===== config.mk =====
export PLATFORM = sky130hd
export DESIGN_NAME = bin2bcd_avalon_flat
export DESIGN_NICKNAME = d
export VERILOG_FILES = /design/src/rtl/bin2bcd_avalon_if.sv /design/src/rtl/bin2bcd_avalon.sv /design/src/flat_wrapper.sv
export SDC_FILE = /design/constraint.sdc
export NUM_CORES = 1
export LEC_CHECK = 0
export CAP_MARGIN = 20
export CELL_PAD_IN_SITES_DETAIL_PLACEMENT = 1
export CELL_PAD_IN_SITES_GLOBAL_PLACEMENT = 2
export CORE_AREA = 8 8 153 155
export CTS_CLUSTER_DIAMETER = 50
export DETAILED_ROUTE_END_ITERATION = 6
export DIE_AREA = 0 0 161 163
export PLACE_DENSITY = 0.91
export SLEW_MARGIN = 5
export SYNTH_ARGS = -nofsm -noshare
export SYNTH_HDL_FRONTEND = slang
export SYNTH_SLANG_ARGS = --single-unit

===== constraint.sdc =====
create_clock -name csi_clk -period 5.3 [get_ports csi_clk]
set_input_delay 1.59 -clock csi_clk [delete_from_list [all_inputs] [get_ports csi_clk]]
set_output_delay 1.59 -clock csi_clk [all_outputs]
set_load 0.05 [all_outputs]

===== src/rtl/bin2bcd_avalon_if.sv =====
// ---------------------------------------------------------------------------
// bin2bcd_avalon_if
//  Avalon-MM slave bus bundle for the binary-to-BCD converter.
//  Signals:
//   avs_chipselect  slave select
//   avs_address     4-bit word address (0=DATA_IN, 1=STATUS, 2=RESULT)
//   avs_read        read strobe
//   avs_readdata    32-bit registered read data (driven by the slave)
//   avs_write       write strobe
//   avs_writedata   32-bit write data
//  Modports: slave (the converter), master (the Nios side / bench).
// ---------------------------------------------------------------------------
interface bin2bcd_avalon_if;
    logic        avs_chipselect;
    logic [3:0]  avs_address;
    logic        avs_read;
    logic [31:0] avs_readdata;
    logic        avs_write;
    logic [31:0] avs_writedata;

    modport slave (
        input  avs_chipselect,
        input  avs_address,
        input  avs_read,
        input  avs_write,
        input  avs_writedata,
        output avs_readdata
    );

    modport master (
        output avs_chipselect,
        output avs_address,
        output avs_read,
        output avs_write,
        output avs_writedata,
        input  avs_readdata
    );
endinterface


===== src/rtl/bin2bcd_avalon.sv =====
// ---------------------------------------------------------------------------
// bin2bcd_avalon
//  Avalon-MM slave converting an unsigned binary value into 8 packed BCD
//  digits with a sequential double-dabble (one bit per clock). Leading zero
//  digits can be replaced by 4'hF, the display's blank code. Digit 7
//  (bits 31:28) is the leftmost display position.
//  Ports:
//   csi_clk         system clock
//   csi_reset_n     asynchronous active-low reset
//   avs             Avalon-MM slave bundle (bin2bcd_avalon_if.slave)
//   coe_oDIG        packed BCD/blank digits for the display
//   coe_oDIG_valid  one-cycle pulse when coe_oDIG updates
//  Register map: 0=DATA_IN (W), 1=STATUS (R, write-1-to-clear sticky bits),
//  2=RESULT (R). Other addresses read 0 and ignore writes.
// ---------------------------------------------------------------------------
module bin2bcd_avalon #(
    parameter int IN_W     = 27,
    parameter bit BLANK_LZ = 1'b1
) (
    input  logic                   csi_clk,
    input  logic                   csi_reset_n,
    bin2bcd_avalon_if.slave        avs,
    output logic [31:0]            coe_oDIG,
    output logic                   coe_oDIG_valid
);
    localparam int          CNT_W   = 6;
    localparam logic [31:0] MAX_DEC = 32'd99_999_999;

    typedef enum logic [1:0] {IDLE, SHIFT, FORMAT} state_t;

    state_t            state_q, state_d;
    logic [31:0]       bcd_q, bcd_d;
    logic [IN_W-1:0]   bin_q, bin_d;
    logic [CNT_W-1:0]  cnt_q, cnt_d;
    logic              skip_q, skip_d;
    logic [IN_W-1:0]   dataIn_q, dataIn_d;
    logic [31:0]       result_q, result_d;
    logic              valid_q, valid_d;
    logic              done_q, done_d;
    logic              ovf_q, ovf_d;
    logic              drop_q, drop_d;
    logic [31:0]       readdata_q, readdata_d;

    logic              dataWr;
    logic              statusWr;
    logic              rdEn;
    logic [IN_W-1:0]   wrValue;
    logic              wrOverflow;
    logic [31:0]       bcdAdj;
    logic [31:0]       bcdBlanked;
    logic              leading;
    logic [31:0]       statusWord;
    logic              unusedBits;

    assign dataWr     = avs.avs_chipselect & avs.avs_write & (avs.avs_address == 4'd0);
    assign statusWr   = avs.avs_chipselect & avs.avs_write & (avs.avs_address == 4'd1);
    assign rdEn       = avs.avs_chipselect & avs.avs_read;
    assign wrValue    = avs.avs_writedata[IN_W-1:0];
    assign wrOverflow = 32'(wrValue) > MAX_DEC;
    assign statusWord = {28'd0, drop_q, ovf_q, done_q, (state_q != IDLE)};

    // Upper write-data bits and the top adjusted nibble bit are not needed by
    // the datapath; they are folded here so they are visibly consumed.
    assign unusedBits = (^avs.avs_writedata) ^ bcdAdj[31];

    assign coe_oDIG         = result_q;
    assign coe_oDIG_valid   = valid_q;
    assign avs.avs_readdata = readdata_q;

    // Double-dabble correction: any nibble of 5 or more gets +3 so that the
    // following left shift carries correctly into the next decimal digit.
    always_comb begin
        bcdAdj = bcd_q;
        for (int i = 0; i < 8; i++) begin
            if (bcd_q[i*4 +: 4] >= 4'd5) begin
                bcdAdj[i*4 +: 4] = bcd_q[i*4 +: 4] + 4'd3;
            end
        end
    end

    // Leading-zero blanking: walk from the leftmost digit and blank zeros
    // until the first non-zero digit. Digit 0 always shows, so a value of 0
    // still displays a single "0".
    always_comb begin
        bcdBlanked = bcd_q;
        leading    = BLANK_LZ;
        for (int i = 7; i >= 1; i--) begin
            if (leading && (bcd_q[i*4 +: 4] == 4'd0)) begin
                bcdBlanked[i*4 +: 4] = 4'hF;
            end else begin
                leading = 1'b0;
            end
        end
    end

    // Read mux: the value presented on the read edge is captured, so a
    // simultaneous STATUS read and clear returns the pre-clear bits.
    always_comb begin
        readdata_d = readdata_q;
        if (rdEn) begin
            case (avs.avs_address)
                4'd0:    readdata_d = 32'(dataIn_q);
                4'd1:    readdata_d = statusWord;
                4'd2:    readdata_d = result_q;
                default: readdata_d = 32'd0;
            endcase
        end
    end

    // Conversion FSM and status bookkeeping. Sticky-bit clears are applied
    // first so that a hardware set on the same edge wins. A DATA_IN write
    // is only accepted in IDLE; in SHIFT or FORMAT it is dropped.
    always_comb begin
        state_d  = state_q;
        bcd_d    = bcd_q;
        bin_d    = bin_q;
        cnt_d    = cnt_q;
        skip_d   = skip_q;
        dataIn_d = dataIn_q;
        result_d = result_q;
        valid_d  = 1'b0;
        done_d   = done_q;
        ovf_d    = ovf_q;
        drop_d   = drop_q;

        if (statusWr) begin
            if (avs.avs_writedata[1]) done_d = 1'b0;
            if (avs.avs_writedata[2]) ovf_d  = 1'b0;
            if (avs.avs_writedata[3]) drop_d = 1'b0;
        end

        case (state_q)
            IDLE: begin
                if (dataWr) begin
                    dataIn_d = wrValue;
                    bin_d    = wrValue;
                    bcd_d    = 32'd0;
                    cnt_d    = CNT_W'(IN_W);
                    skip_d   = wrOverflow;
                    done_d   = 1'b0;
                    ovf_d    = wrOverflow;
                    state_d  = SHIFT;
                end
            end
            SHIFT: begin
                if (dataWr) drop_d = 1'b1;
                if (!skip_q) begin
                    bcd_d = {bcdAdj[30:0], bin_q[IN_W-1]};
                    bin_d = bin_q << 1;
                end
                cnt_d = cnt_q - CNT_W'(1);
                if (cnt_q == CNT_W'(1)) state_d = FORMAT;
            end
            FORMAT: begin
                if (dataWr) drop_d = 1'b1;
                result_d = skip_q ? 32'hFFFF_FFFF : bcdBlanked;
                valid_d  = 1'b1;
                done_d   = 1'b1;
                state_d  = IDLE;
            end
            default: state_d = IDLE;
        endcase
    end

    // State and register update; reset blanks the display and aborts any
    // conversion in progress without a valid pulse.
    always_ff @(posedge csi_clk or negedge csi_reset_n) begin
        if (!csi_reset_n) begin
            state_q    <= IDLE;
            bcd_q      <= 32'd0;
            bin_q      <= '0;
            cnt_q      <= '0;
            skip_q     <= 1'b0;
            dataIn_q   <= '0;
            result_q   <= 32'hFFFF_FFFF;
            valid_q    <= 1'b0;
            done_q     <= 1'b0;
            ovf_q      <= 1'b0;
            drop_q     <= 1'b0;
            readdata_q <= 32'd0;
        end else begin
            state_q    <= state_d;
            bcd_q      <= bcd_d;
            bin_q      <= bin_d;
            cnt_q      <= cnt_d;
            skip_q     <= skip_d;
            dataIn_q   <= dataIn_d;
            result_q   <= result_d;
            valid_q    <= valid_d;
            done_q     <= done_d;
            ovf_q      <= ovf_d;
            drop_q     <= drop_d;
            readdata_q <= readdata_d;
        end
    end
endmodule


===== src/flat_wrapper.sv =====
// flat-port wrapper written by rule: the top's interface ports become plain ports
module bin2bcd_avalon_flat 
#(
    parameter int IN_W     = 27,
    parameter bit BLANK_LZ = 1'b1
)
  (csi_clk, csi_reset_n, coe_oDIG, coe_oDIG_valid, avs_avs_chipselect, avs_avs_address, avs_avs_read, avs_avs_write, avs_avs_writedata, avs_avs_readdata);
  bin2bcd_avalon_if avs_i ();
  input  logic csi_clk;
  input  logic csi_reset_n;
  output logic [31:0] coe_oDIG;
  output logic coe_oDIG_valid;
  input wire logic [$bits(avs_i.avs_chipselect)-1:0] avs_avs_chipselect;
  input wire logic [$bits(avs_i.avs_address)-1:0] avs_avs_address;
  input wire logic [$bits(avs_i.avs_read)-1:0] avs_avs_read;
  input wire logic [$bits(avs_i.avs_write)-1:0] avs_avs_write;
  input wire logic [$bits(avs_i.avs_writedata)-1:0] avs_avs_writedata;
  output wire logic [$bits(avs_i.avs_readdata)-1:0] avs_avs_readdata;
  assign avs_i.avs_chipselect = avs_avs_chipselect;
  assign avs_i.avs_address = avs_avs_address;
  assign avs_i.avs_read = avs_avs_read;
  assign avs_i.avs_write = avs_avs_write;
  assign avs_i.avs_writedata = avs_avs_writedata;
  assign avs_avs_readdata = avs_i.avs_readdata;
  bin2bcd_avalon #(.IN_W(IN_W), .BLANK_LZ(BLANK_LZ)) u_core (.csi_clk(csi_clk), .csi_reset_n(csi_reset_n), .avs(avs_i), .coe_oDIG(coe_oDIG), .coe_oDIG_valid(coe_oDIG_valid));
endmodule

; Word level (Yosys, flattened, before mapping)
; Cells that the tools add are included.
[totals]
regBits = 163
inputBits = 41
output_inout_bits = 65
word_cells = 111
[op_classes]
add_sub_neg = 9
order_cmp = 9
eq_ne = 8
muxes = 47
n_bitwise = 4
n_reduce_logical = 22
[ops]
columns = operator, n
row1 = 2-to-1 mux 32 bit, 3
row2 = one-hot mux 32 bit (3 select lines), 1
row3 = one-hot mux 32 bit (2 select lines), 1
row4 = 2-to-1 mux 4 bit, 14
row5 = 2-to-1 mux 27 bit, 2
row6 = one-hot mux 27 bit (2 select lines), 1
row7 = ">= comparator 4 x 3 -> 1 bit, second input constant", 8
row8 = logical NOT 4 bit, 8
row9 = "adder 4 x 2 -> 4 bit, second input constant", 7
row10 = "> comparator 27 bit, second input constant", 1
row11 = 2-to-1 mux 1 bit, 18
row12 = one-hot mux 6 bit (2 select lines), 1
row13 = "== test 6 x 1 -> 1 bit, second input constant", 1
row14 = logical AND 1 bit, 6
row15 = 2-to-1 mux 6 bit, 1
row16 = AND reduction 2 bit, 3
row17 = "subtractor 6 x 1 -> 6 bit, second input constant", 1
row18 = bitwise AND 1 bit, 4
row19 = "== test 4 x 1 -> 1 bit, second input constant", 1
row20 = "== test 4 x 2 -> 1 bit, second input constant", 1
row21 = 2-to-1 mux 2 bit, 2
row22 = "!= test 2 x 1 -> 1 bit, second input constant", 2
row23 = one-hot mux 2 bit (2 select lines), 1
row24 = nonzero test 2 bit, 2
row25 = 9 further kinds, 9

; Logic depth before layout (Yosys ltp)
[depth]
depth_word = 15
mapped_depth = 9
depth_no_buf = 6

; Least setup slack after synthesis
; OpenSTA, ideal clock, no wires.
[synth_timing]
path_kind = input-to-reg
from = input avs_avs_address[0]
to = register u_core.bcd_q[12]
setup_time_ns = 0.128
arrival_time_ns = 2.994
slack_ns = 2.179
stages = 7
path_buffers = 3
path_cell_list = buf_2 -> or2_1 -> buf_6 -> o31ai_4 -> and2_1 -> buf_4 -> mux2_1
[synth_via]
elab_chain_len = 4
[synth_rtl]
columns = element, line_no
row1 = from (decl), flat_wrapper.sv:14  ; input wire logic [$bits(avs_i.avs_address)-1:0] avs_avs_address;
row2 = logical NOT 4 bit, bin2bcd_avalon.sv:55  ; assign dataWr = avs.avs_chipselect & avs.avs_write & (avs.avs_address == 4'd0);
row3 = bitwise AND 1 bit, bin2bcd_avalon.sv:55
row4 = != test 2 x 1 -> 1 bit (no source line), -
row5 = AND reduction 3 bit (no source line), -
row6 = to (signal assigned), bin2bcd_avalon.sv:170  ; bcd_q <= 32'd0;
row7 = to (signal assigned), bin2bcd_avalon.sv:183  ; bcd_q <= bcd_d;
row8 = to (decl), bin2bcd_avalon.sv:32  ; logic [31:0] bcd_q, bcd_d;
; No other way between the ends.
; A chain may end at the register's enable or synchronous reset.

; Worst setup path after layout
[layout_timing]
from = input avs_avs_address[2]
to = register u_core.dataIn_q[12]
[layout_via]
elab_chain_len = 3
[layout_rtl]
columns = element, line_no
row1 = logical NOT 4 bit, bin2bcd_avalon.sv:55
row2 = bitwise AND 1 bit, bin2bcd_avalon.sv:55
row3 = AND reduction 2 bit (no source line), -
row4 = to (signal assigned), bin2bcd_avalon.sv:187  ; dataIn_q <= dataIn_d;
row5 = to (decl), bin2bcd_avalon.sv:36  ; logic [IN_W-1:0] dataIn_q, dataIn_d;
; No other way between the ends.

==> key figures <==
Timing
  • Unrepaired setup endpoints after global routing: no
  • Setup TNS: 0 ps
  • Setup Skew: 10.3 ps
  • Slew Limit Headroom: 0.281
  • Tcrit/Tclk final: 0.724
  • # setup viols final: 0
  • Setup WS post-layout: 1460 ps
  • Slew Viols, Final: 0
  • Peak Freq: 0.261 GHz
  • Final min period: 3840 ps
  • Worst-Margin Slew: 1080 ps
  • Hold slack final: 476 ps
  • Hold Vio Cnt, Final: 0

Outcome
  • Status: finished clean

Floorplanning
  • Site Rows: 53
  • DIE WIDTH: 161 um
  • I/O pin total: 106
  • Die area: 26200 sq um
  • Core area: 20800 sq um
  • Initial Utilization: 0.386
  • Die Ht: 163 um

Layout
  • Area grow syn2layout: 22.5%
  • Final core utilization: 0.473
  • Share of cells above drive strength 1: 0.142
  • Seq. cell area: 4120 sq um
  • Net count, final: 919
  • Fin area: 9850 sq um
  • # diodes: 0
  • Multi-input logic area: 3610 sq um
  • Number of fill cells: 2291

Synthesis
  • Seq/Total Area, Yosys: 0.512
  • Cell area after synthesis: 8050 sq um
  • Top-area cell type share of the netlist area: 0.407
  • Mapped Nets: 836
  • Main area contributors after synthesis: dfrtp_1 (41%), dfstp_2 (10%), a21oi_1 (5.5%)
  • Seq cells post-synth: 163
  • Yosys warnings: 0
  • Most used DFF post-synth: dfrtp_1
  • Synth Instances: 768
  • Number of synthesized flops with an enable pin: 0
  • Avg Inst Size Synth: 10.5 sq um
  • Asr flop ratio synth: 1.00
  • Yosys cell types: 58
  • Post-synth top area cell: dfrtp_1

Power and ir drop
  • Leakage: 4.18 nW
  • Power per Cell Area: 521 nW/um^2
  • VDD IR max: 0.220 mV

Worst hold path
  • Hold Path Class: flop to flop

Global routing
  • Largest net degree at the start of global routing: 105
  • Remaining global-route overflow: 0
  • First-pass GRT wire length: 39.0 mm
  • Initial antenna violation count: 0
  • Number of global-route vias before repair: 6838
  • GRT Overall Usage: 0.188

Worst setup path
  • Worst setup EP type: flop
  • CP Data Arrival Time: 4150 ps
  • Peak fanout along the critical path: 23
  • Setup CP Type: input pin to flop
  • CP startpoint kind: input pin
  • Critical Path RT: 5610 ps

Clock tree
  • Hold Buf Count CTS: 0
  • CTS root buffer: clkbuf_16
  • Clk buf depth: 2
  • Resized Gates After CTS: 0
  • Clk pin slew, worst setup/hold paths: 70 ps
  • CTS Buf Count: 17
  • H-tree depth: 4
  • Clock Latency Late Sink: 430 ps
  • CTS tree: done
  • Buffers inserted during post-CTS setup optimization: 0
  • Sink Count: 163

Routing
  • Antenna-violating nets left: 0
  • Routed wl met2: 11.8 mm
  • M1 WL: 10.8 mm
  • Final wirelength: 24.2 mm
  • Post-route DRC: 0
  • Met3 routed WL: 921 um
  • Initial DRC count: 305
  • Avg WL per Cell: 21.3 um
  • Top Layer Used: met4
  • DRT Pass-1 Iters: 4
  • Detailed-route via count: 6357
  • DR vias/cell: 5.58

Placed design
  • DP Area: 9280 sq um
  • Port-buffer cells: 100
  • Final Wtd Congestion: 0.844
  • Pre-CTS setup slack: 1070 ps
  • Hpwl dp: 17.1 mm

Job
  • Max cap viols: 0
[through the flow]
step / power, mW / std cells
after floorplan: 3.23 / 768
after global routing: 5.40 / 1139
final: 5.14 / 1139
after CTS: 5.17 / 1139
after detailed placement: 3.94 / 1107
after global placement: 3.86 / 1107
[final timing paths]
path | start | end | slack, ps | cells after the start
max | avs_avs_address[2] | u_core.dataIn_q[12] | 1460 | 4
min | u_core.avs.avs_readdata[14] | u_core.avs.avs_readdata[14] | 480 | 2
max reg2reg | u_core.state_q[1] | u_core.bcd_q[20] | 1940 | 7
min reg2reg | u_core.avs.avs_readdata[14] | u_core.avs.avs_readdata[14] | 480 | 2
max in group asynchronous | csi_reset_n | u_core.coe_oDIG[1] | 2960 | 2
min in group asynchronous | csi_reset_n | u_core.bcd_q[29] | 1230 | 1
[Yosys cell counts (4+ instances only)]
cell and instances:
nor3_1 11, o21ai_0 52, xnor2_1 8, clkbuf_1 26, mux2i_1 38, a21boi_0 7, or3_1 4, nand3_1 6
mux2_4 8, buf_2 16, a32o_1 8, ha_1 27, buf_4 4, mux2_2 10, mux2_1 5, nand2b_1 13
a22oi_1 24, a21oi_1 88, dfrtp_1 131, nand2_1 84, o22a_1 20, a31oi_1 6, a31o_2 18, dfstp_2 32
inv_1 26, nor2_1 36, nor2b_1 6
[per-layer routing]
metal,vias to the layer above,track usage
met3,36,0.0339
met4,0,0.0859
li1,2932,-
met1,3263,0.235
met5,-,0
met2,126,0.311
[placed cells by master, fill, tap and decap left out, types with 7 or more instances in the layout]
cell	n
mux2i_1	38
o22a_1	20
dfrtp_1	131
o21ai_0	52
nor3_1	11
a31o_2	18
mux2_2	10
a22oi_1	24
nand2b_1	13
mux2_4	8
a32o_1	8
clkdlybuf4s50_1	99
ha_1	26
clkbuf_16	17
a21oi_1	88
inv_1	26
dfstp_2	32
buf_4	14
a21boi_0	7
xnor2_1	8
nand2_1	84
nor2_1	36
[worst max-delay path: stages]
cell and delay (ps):
clkdlybuf4s50_1 530, nand4bb_1 580, or3_1 960, mux2_4 470
[layout make-up]
type                       instances  area share
tap                              275      0.0349
inverter                          26     0.00991
timing repair buffer             114       0.112
multi-input combinational        529       0.366
sequential                       163       0.418
clock buffer                      17      0.0432
clock inverter                    15      0.0152
[state kept, by name, summed over array words and instances, names as in the netlist]
register,count
u_core.ovf_q,1
u_core.bcd_q,32
u_core.coe_oDIG_valid,1
u_core.state_q,2
u_core.bin_q,27
u_core.drop_q,1
u_core.dataIn_q,27
u_core.cnt_q,6
u_core.done_q,1
u_core.coe_oDIG,32
u_core.skip_q,1
u_core.avs.avs_readdata,32
[cells by family after synthesis]
| family | share of synthesized area |
|---|---|
| xor gates and xnor gates | 0.0109 |
| DFF | 0.512 |
| buffers and inverters | 0.0417 |
| adders and majority gates | 0.0420 |
| AOI/OAI and AO/OA | 0.201 |
| muxes | 0.0832 |
| and+or+nand+nor | 0.109 |
[where the power goes]
part | switching (mW) | internal, mW
clock | 0.547 | 0.659
combinational | 1.16 | 0.707
sequential | 0.364 | 1.70
total | 2.07 | 3.07
No activity file was read; power rests on OpenSTA's default activity.
